[config.mk]
export PLATFORM = sky130hd
export DESIGN_NAME = fetch_sequencer
export DESIGN_NICKNAME = d
export VERILOG_FILES = /design/src/rtl/fetch_pkg.sv /design/src/rtl/fetch_ring.sv /design/src/rtl/fetch_sequencer.sv
export SDC_FILE = /design/constraint.sdc
export NUM_CORES = 1
export LEC_CHECK = 0
export CORE_UTILIZATION = 55
export CTS_CLUSTER_SIZE = 30
export DETAILED_ROUTE_END_ITERATION = 12
export PLACE_DENSITY = 0.79
export SLEW_MARGIN = 20
export SYNTH_ARGS = -nofsm -noshare
export SYNTH_HDL_FRONTEND = slang
export SYNTH_SLANG_ARGS = --single-unit
[constraint.sdc]
create_clock -name clk -period 6.4 [get_ports clk]
set_input_delay 1.28 -clock clk [delete_from_list [all_inputs] [get_ports clk]]
set_output_delay 1.28 -clock clk [all_outputs]
set_load 0.05 [all_outputs]
[src/rtl/fetch_pkg.sv]
// Shared defaults and types for the fetch sequencer.
// Included by fetch_ring and fetch_sequencer.
package fetch_pkg;

  localparam int XLEN_DEF  = 32;
  localparam int ILEN_DEF  = 32;
  localparam int STEP_DEF  = 4;
  localparam int DEPTH_DEF = 4;
  localparam int DROP_W    = 16;

  localparam logic [31:0] RESET_VECTOR_DEF = 32'h0;
  localparam logic [31:0] TRAP_VECTOR_DEF  = 32'h100;

  typedef struct packed {
    logic [XLEN_DEF-1:0] pc;
    logic [ILEN_DEF-1:0] instr;
  } fetch_entry_t;

  function automatic int ptr_w(input int depth);
    return $clog2(depth) + 1;
  endfunction

endpackage

[src/rtl/fetch_ring.sv]
// In-order {pc,instr} ring with issue, fill and read pointers.
// A flush collapses the ring to the post-read pointer.
module fetch_ring
  import fetch_pkg::*;
#(
  parameter int XLEN  = XLEN_DEF,
  parameter int ILEN  = ILEN_DEF,
  parameter int DEPTH = DEPTH_DEF,
  localparam int PW   = ptr_w(DEPTH),
  localparam int IW   = PW - 1
) (
  input  logic            clk,
  input  logic            rst,
  input  logic            push,
  input  logic [XLEN-1:0] push_pc,
  input  logic            fill_en,
  input  logic [ILEN-1:0] fill_instr,
  input  logic            pop,
  input  logic            flush,
  output logic [PW-1:0]   wr_ptr,
  output logic [PW-1:0]   fill_ptr,
  output logic [PW-1:0]   rd_ptr,
  output logic [XLEN-1:0] out_pc,
  output logic [ILEN-1:0] out_instr
);

  logic [XLEN-1:0] pc_mem [DEPTH];
  logic [ILEN-1:0] ins_mem [DEPTH];
  logic [PW-1:0]   rd_nxt;

  assign rd_nxt    = rd_ptr + PW'(pop);
  assign out_pc    = pc_mem[rd_ptr[IW-1:0]];
  assign out_instr = ins_mem[rd_ptr[IW-1:0]];

  // pointer update; flush keeps this cycle's read
  always_ff @(posedge clk or posedge rst) begin
    if (rst) begin
      wr_ptr   <= '0;
      fill_ptr <= '0;
      rd_ptr   <= '0;
    end else if (flush) begin
      wr_ptr   <= rd_nxt;
      fill_ptr <= rd_nxt;
      rd_ptr   <= rd_nxt;
    end else begin
      wr_ptr   <= wr_ptr + PW'(push);
      fill_ptr <= fill_ptr + PW'(fill_en);
      rd_ptr   <= rd_nxt;
    end
  end

  // entry storage, written at issue and at response
  always_ff @(posedge clk) begin
    if (push)
      pc_mem[wr_ptr[IW-1:0]] <= push_pc;
    if (fill_en)
      ins_mem[fill_ptr[IW-1:0]] <= fill_instr;
  end

endmodule

[src/rtl/fetch_sequencer.sv]
// PC generator and in-order fetch sequencer with redirect flush.
// Optional misaligned-redirect trap: define PC_TRAP_EN.
module fetch_sequencer
  import fetch_pkg::*;
#(
  parameter int XLEN  = XLEN_DEF,
  parameter int ILEN  = ILEN_DEF,
  parameter int STEP  = STEP_DEF,
  parameter int DEPTH = DEPTH_DEF,
  parameter logic [XLEN-1:0] RESET_VECTOR =
    XLEN'(RESET_VECTOR_DEF),
  parameter logic [XLEN-1:0] TRAP_VECTOR =
    XLEN'(TRAP_VECTOR_DEF)
) (
  input  logic            clk,
  input  logic            rst,
  input  logic            en,
  input  logic            redirect_valid,
  input  logic [XLEN-1:0] redirect_pc,
  output logic            req_valid,
  output logic [XLEN-1:0] req_addr,
  input  logic            req_ready,
  input  logic            rsp_valid,
  input  logic [ILEN-1:0] rsp_data,
  output logic            out_valid,
  output logic [XLEN-1:0] out_pc,
  output logic [ILEN-1:0] out_instr,
  input  logic            out_ready
`ifdef PC_TRAP_EN
  ,
  output logic            trap
`endif
);

  localparam int PW = ptr_w(DEPTH);
  localparam logic [PW-1:0] FULL = PW'(DEPTH);
  localparam logic [XLEN-1:0] MASK = XLEN'(STEP - 1);

  logic [XLEN-1:0]   pc_q;
  logic [XLEN-1:0]   target;
  logic [DROP_W-1:0] drop_cnt;
  logic [PW-1:0]     wr_ptr;
  logic [PW-1:0]     fill_ptr;
  logic [PW-1:0]     rd_ptr;
  logic [PW-1:0]     occ;
  logic [PW-1:0]     inflight;
  logic              req_fire;
  logic              rsp_take;
  logic              pop;

  assign occ      = wr_ptr - rd_ptr;
  assign inflight = wr_ptr - fill_ptr;
  assign req_valid = ~rst & en & ~redirect_valid
                   & (occ != FULL);
  assign req_addr = pc_q;
  assign req_fire = req_valid & req_ready;
  assign rsp_take = rsp_valid & ~redirect_valid
                  & (drop_cnt == '0);
  assign out_valid = fill_ptr != rd_ptr;
  assign pop       = out_valid & out_ready;

`ifdef PC_TRAP_EN
  logic misal;
  assign misal  = |(redirect_pc & MASK);
  assign target = misal ? TRAP_VECTOR : redirect_pc;

  // one-cycle pulse after a misaligned redirect
  always_ff @(posedge clk or posedge rst) begin
    if (rst) trap <= 1'b0;
    else     trap <= redirect_valid & misal;
  end
`else
  assign target = redirect_pc & ~MASK;
`endif

  // program counter
  always_ff @(posedge clk or posedge rst) begin
    if (rst)                 pc_q <= RESET_VECTOR;
    else if (redirect_valid) pc_q <= target;
    else if (req_fire)       pc_q <= pc_q + XLEN'(STEP);
  end

  // responses still owed to flushed requests; a
  // response in the redirect cycle retires one of them
  always_ff @(posedge clk or posedge rst) begin
    if (rst)
      drop_cnt <= '0;
    else if (redirect_valid)
      drop_cnt <= drop_cnt + DROP_W'(inflight)
                - DROP_W'(rsp_valid);
    else if (rsp_valid && drop_cnt != '0)
      drop_cnt <= drop_cnt - DROP_W'(1);
  end

  fetch_ring #(
    .XLEN  (XLEN),
    .ILEN  (ILEN),
    .DEPTH (DEPTH)
  ) u_ring (
    .clk        (clk),
    .rst        (rst),
    .push       (req_fire),
    .push_pc    (pc_q),
    .fill_en    (rsp_take),
    .fill_instr (rsp_data),
    .pop        (pop),
    .flush      (redirect_valid),
    .wr_ptr     (wr_ptr),
    .fill_ptr   (fill_ptr),
    .rd_ptr     (rd_ptr),
    .out_pc     (out_pc),
    .out_instr  (out_instr)
  );

endmodule

==> results of run 1 <==
==> worst max-delay path, delay by kind of cell (launching register included) <==
| family | cells | cell delay, ns |
|---|---|---|
| flip-flops | 1 | 0.99 |
| buffers and inverters | 2 | 1.28 |
| multiplexers | 1 | 0.57 |
==> per-stage QoR <==
stage	power, mW	hold slack [ns]	std cells	util [%]
after floorplan	5.01	0.498	811	-
after global placement	5.85	0.541	1272	64.5
after detailed placement	5.92	0.545	1272	64.5
after CTS	7.65	0.562	1326	68.7
after global routing	7.97	0.577	1327	68.7
final	7.59	0.569	1327	68.7
==> power groups by stage <==
stage                     combinational, mW  clock (mW)  sequential (mW)
after detailed placement               3.32           0             2.60
after global routing                   3.56        1.82             2.59
after global placement                 3.26           0             2.59
after CTS                              3.34        1.75             2.56
final                                  3.32        1.72             2.55
after floorplan                        2.53           0             2.48
==> Yosys cell counts, types with 8 or more instances <==
cell type	number
nand4_1	11
mux2i_1	8
a21oi_1	14
o21ai_0	31
xnor2_1	30
dfrtp_1	55
nor2_1	23
edfxtp_1	248
clkbuf_1	17
inv_1	48
xor2_1	16
mux4_2	62
nand3_1	21
o211ai_1	12
nand2_1	58
ha_1	41
and3_1	9
==> flip-flops by register name, indices dropped and copies added, names as in the netlist <==
name	count
u_ring.ins_mem	128
u_ring.fill_ptr	3
u_ring.wr_ptr	3
u_ring.rd_ptr	3
req_addr	30
u_ring.pc_mem	120
drop_cnt	16
==> worst min-delay path by stage <==
stage          cells past startpoint               end             start
4_1_cts                            1  u_ring.rd_ptr[2]  u_ring.rd_ptr[2]
3_3_place_gp                       2       drop_cnt[1]       drop_cnt[1]
5_1_grt                            1  u_ring.rd_ptr[2]  u_ring.rd_ptr[2]
6_report                           1  u_ring.rd_ptr[2]  u_ring.rd_ptr[2]
2_1_floorplan                      1  u_ring.rd_ptr[1]  u_ring.rd_ptr[1]
3_5_place_dp                       1  u_ring.rd_ptr[2]  u_ring.rd_ptr[2]
==> area by class of cell <==
type                       instances  area [µm²]  share of cell area [%]
antenna                            1        2.50                  0.0156
clock buffer                      36         792                    4.93
clock inverter                    18         189                    1.18
inverter                          49         186                    1.16
multi-input combinational        428        3980                    24.8
sequential                       303        8830                    54.9
tap                              319         399                    2.48
timing repair buffer             173        1700                    10.6
==> logic make-up after synthesis <==
family	Yosys count
DFF	303
muxes	70
xor gates and xnor gates	46
and+or+nand+nor	165
other	1
buffers and inverters	80
AOI/OAI and AO/OA	100
adders and majority gates	43
==> per-layer routing <==
layer | part of all wire [%] | GRT usage [%] | vias up | wire, µm
met5 | 0 | 0 | - | 0
met4 | 2.3 | 7.38 | 0 | 629
li1 | - | - | 3479 | -
met3 | 5.5 | 3.18 | 52 | 1520
met1 | 40 | 29.3 | 3848 | 11000
met2 | 52 | 40.2 | 256 | 14300
==> flow_summary.toml, run 1 <==
[setup_path]
crit_type = "flip-flop to primary output"
crit_end = "out_instr[11]"
worstPathArrival_ns = 3.42
r2r-start = "u_ring.wr_ptr[0]"
timing.rr.end = "drop_cnt[12]"
crit_chain = "buf_4, mux4_2, clkdlybuf4s50_1"
cp_max_fo = 42
crit_required_ns = 5.12
cp_slowest_cell = "dfrtp_4"
ff2ff_path_depth = 13
rrSetupSlack_ns = 2.69
cp-end-kind = "primary output"
worst_path_largest_cell_delay_ns = 0.99
crit_start = "u_ring.rd_ptr[0]"
startpoint_type = "flip-flop"

[timing]
fin_skew_ns = 0.0208
slew_violations = 0
fmax_mhz = 213
finalSetupViolCount = 0
hold_violations = 0
rsz0062_at_grt = "false"
slew_headroom_pct = 28.5
finalWorstSetupSlack_ns = 1.70
setup-tns-final_ns = 0
post-route-period-util_pct = 73.4
post-route-min-period_ns = 4.70
worst_slew_pin_slew_ns = 1.07

[power]
swShare_pct = 38.6
p_seq_share_pct = 33.6
p_clk_share_pct = 22.7
p_int_mw = 4.66
leakage_nw = 5.67
power.switching_mw = 2.93
p_per_area_nw_per_um2 = 472
peakVddDrop_uv = 524
combinationalPowerShare_pct = 43.7

[placement]
placed_cell_area_um2 = 15100
place.gp.congestion = 0.813
port-buffer-count = 162
post-dp-hpwl_um = 17500
pre_cts_ws_ns = 2.01

[detailed_routing]
drtPass1Iterations = 5
routedWlPerCell_um = 20.7
drc = 0
via_per_inst = 5.75
wl_um = 27500
drtIter0Drc = 474
num_vias = 7635
ant_nets = 0

[synthesis]
synth_top_area_cell = "edfxtp_1"
synth_top_family_by_area = "multiplexers"
synthFlopType = "edfxtp_1"
syn_inst = 808
yosys_warnings = 0
syn-mean-instance-area_um2 = 16.2
synthTopCellsByArea = "edfxtp_1 (57%), mux4_2 (11%), dfrtp_1 (11%), ha_1 (3.9%), xnor2_1 (2.0%)"
synth.cell_area_um2 = 13100
synthMuxAreaShare_pct = 11.3
synth-seq-area-share_pct = 67.3
ys_ff_latch = 303
synthXorXnorAreaFrac_pct = 3.07
synth-compound-area-share_pct = 5.10
synth_edf_count = 248
yosys.area_share.simple_pct = 6.44
ys_async_sr_fraction_pct = 18.2
synthDistinctLibCells = 62
yosys.area_share.adder_pct = 4.22
synth_top_area_share_pct = 56.8

[clock_tree]
ctsHoldBuffers = 0
clk_pin_slew_ns = 0.06
cts_sinks = 303
cts_tree = "built"
clock_path_buffers = 3
clkLatencyLatePin_ns = 0.55
cts_resized = 0
htreeDepth = 1
clock-root-buffer = "clkbuf_16"
cts_setup_buffers = 0
numCtsBuffers = 29

[cells_and_area]
final_common_cell = "edfxtp_1"
syn2layout_area_growth_pct = 22.7
fillers = 1563
drive_gt1_share_pct = 14.1
fin_area_um2 = 16100
final_nets = 1098
layout_common_cells = "edfxtp_1 (248), clkdlybuf4s50_1 (161), mux4_2 (62)"

[floorplan]
fp.dieW_um = 156
fp.coreArea_um2 = 23400
initial_core_util_pct = 56.0
dieArea_um2 = 24500
die_h_um = 156
rows = 56
pin_count = 169

[grt]
antenna_found_initial = 1
gr-total-overflow = 0
grt_max_degree = 75
track_usage_pct = 22.8
grt_pass1_vias = 7685
grt_pass1_wl_um = 41900

[min_path]
hold_class = "flip-flop to flip-flop"

[run]
maxCapViolCount = 0

[run_status]
outcome = "completed"
Power figures use the tool's default switching activity.
==> run 2, diff against run 1 <==
==> constraint.sdc (replaced) <==
create_clock -name clk -period 4.7 [get_ports clk]
set_input_delay 0.94 -clock clk [delete_from_list [all_inputs] [get_ports clk]]
set_output_delay 0.94 -clock clk [all_outputs]
set_load 0.05 [all_outputs]
==> flow_summary.toml, run 2 (synthesized netlist as in run 1, its figures left out) <==
[timing]
post-route-period-util_pct = 86.7
rsz0062_at_grt = "false"
hold_violations = 0
fin_skew_ns = 0.0137
slew_headroom_pct = 44.0
worst_slew_pin_slew_ns = 0.839
finalSetupViolCount = 0
setup-tns-final_ns = 0
fmax_mhz = 245
post-route-min-period_ns = 4.08
slew_violations = 0

[clock_tree]
cts_tree = "built"
clock_path_buffers = 3
clock-root-buffer = "clkbuf_16"
ctsHoldBuffers = 0
numCtsBuffers = 30
htreeDepth = 1
cts_sinks = 303
clkLatencyLatePin_ns = 0.54
clk_pin_slew_ns = 0.06
cts_resized = 0
cts_setup_buffers = 0

[power]
peakVddDrop_uv = 499
power_mw = 10.6
p_per_area_nw_per_um2 = 651
leakage_nw = 5.71

[detailed_routing]
wl_um = 27200
drc = 0
routedWlPerCell_um = 20.4
num_vias = 7574
via_per_inst = 5.69
drtPass1Iterations = 4
ant_nets = 0
drtIter0Drc = 608

[grt]
gr-total-overflow = 0
grt_max_degree = 55
track_usage_pct = 22.8
grt_pass1_vias = 7667
grt_pass1_wl_um = 42000
antenna_found_initial = 0

[cells_and_area]
final_nets = 1101
drive_gt1_share_pct = 13.9
syn2layout_area_growth_pct = 23.7
layout_common_cells = "edfxtp_1 (248), clkdlybuf4s50_1 (161), mux4_2 (62)"
final_common_cell = "edfxtp_1"
fillers = 1557
largest_reg_flops = 128

[placement]
port-buffer-count = 162
post-dp-hpwl_um = 16900
place.gp.congestion = 0.803

[run_status]
outcome = "completed"

[floorplan]
dieArea_um2 = 24500
rows = 56
die_h_um = 156
pin_count = 169
initial_core_util_pct = 56.0
fp.dieW_um = 156
fp.coreArea_um2 = 23400

[run]
maxCapViolCount = 0

[setup_path]
worstPathArrival_ns = 3.14
r2r-start = "u_ring.wr_ptr[0]"
cp-end-kind = "primary output"
crit_required_ns = 3.76
crit_start = "u_ring.rd_ptr[0]"
startpoint_type = "flip-flop"
crit_type = "flip-flop to primary output"
cp_max_fo = 40

[min_path]
hp-start = "u_ring.rd_ptr[2]"
hold_class = "flip-flop to flip-flop"
[run 2: metal layers]
| layer | up-vias | share of wire [%] | global-route usage, % |
|---|---|---|---|
| li1 | 3485 | - | - |
| met1 | 3763 | 41 | 30.2 |
| met2 | 264 | 49 | 37.9 |
| met3 | 62 | 5.6 | 3.41 |
| met4 | 0 | 4.1 | 9.66 |
| met5 | - | 0 | 0 |
[run 2: worst paths after layout]
kind	to	slack [ns]	depth (start not counted)
setup / recovery	out_pc[12]	0.62	3
hold / removal	u_ring.rd_ptr[2]	0.55	1
setup reg to reg	drop_cnt[12]	0.96	13
hold reg to reg	u_ring.rd_ptr[2]	0.55	1
max in group asynchronous	req_addr[2]	2.97	3
min in group asynchronous	u_ring.rd_ptr[0]	0.91	2
[run 2: power breakdown]
part	internal [mW]	switching [mW]	total [mW]
combinational	1.89	2.71	4.60
sequential	3.11	0.311	3.42
clock	1.55	0.984	2.54
total	6.56	4.00	10.6
[run 2: per-stage QoR]
stage	hold WS (ns)	util, %	cells	setup WS (ns)	area [µm²]
floorplan	0.498	-	811	0.152	13100
global placement	0.545	64.7	1274	0.726	15100
detailed placement	0.544	64.7	1274	0.641	15100
CTS	0.558	69.3	1329	0.520	16200
global route	0.578	69.3	1329	0.432	16200
finish	0.553	69.3	1330	0.623	16200
[run 2: final cells by class]
| class | instances | area, µm² | share of cell area, % |
|---|---|---|---|
| clock inverters | 23 | 313 | 1.93 |
| flip-flops and latches | 303 | 8830 | 54.5 |
| clock buffers | 32 | 758 | 4.68 |
| repair buffers | 175 | 1740 | 10.7 |
| inverters | 49 | 186 | 1.15 |
| well taps | 319 | 399 | 2.46 |
| multi-input cells | 428 | 3980 | 24.6 |
| diodes | 1 | 2.50 | 0.0154 |
[run 2: worst max-delay path: stages (launching register included)]
cell	delay, ns
dfrtp_4	0.96
buf_4	0.35
mux4_2	0.52
clkdlybuf4s50_1	0.72
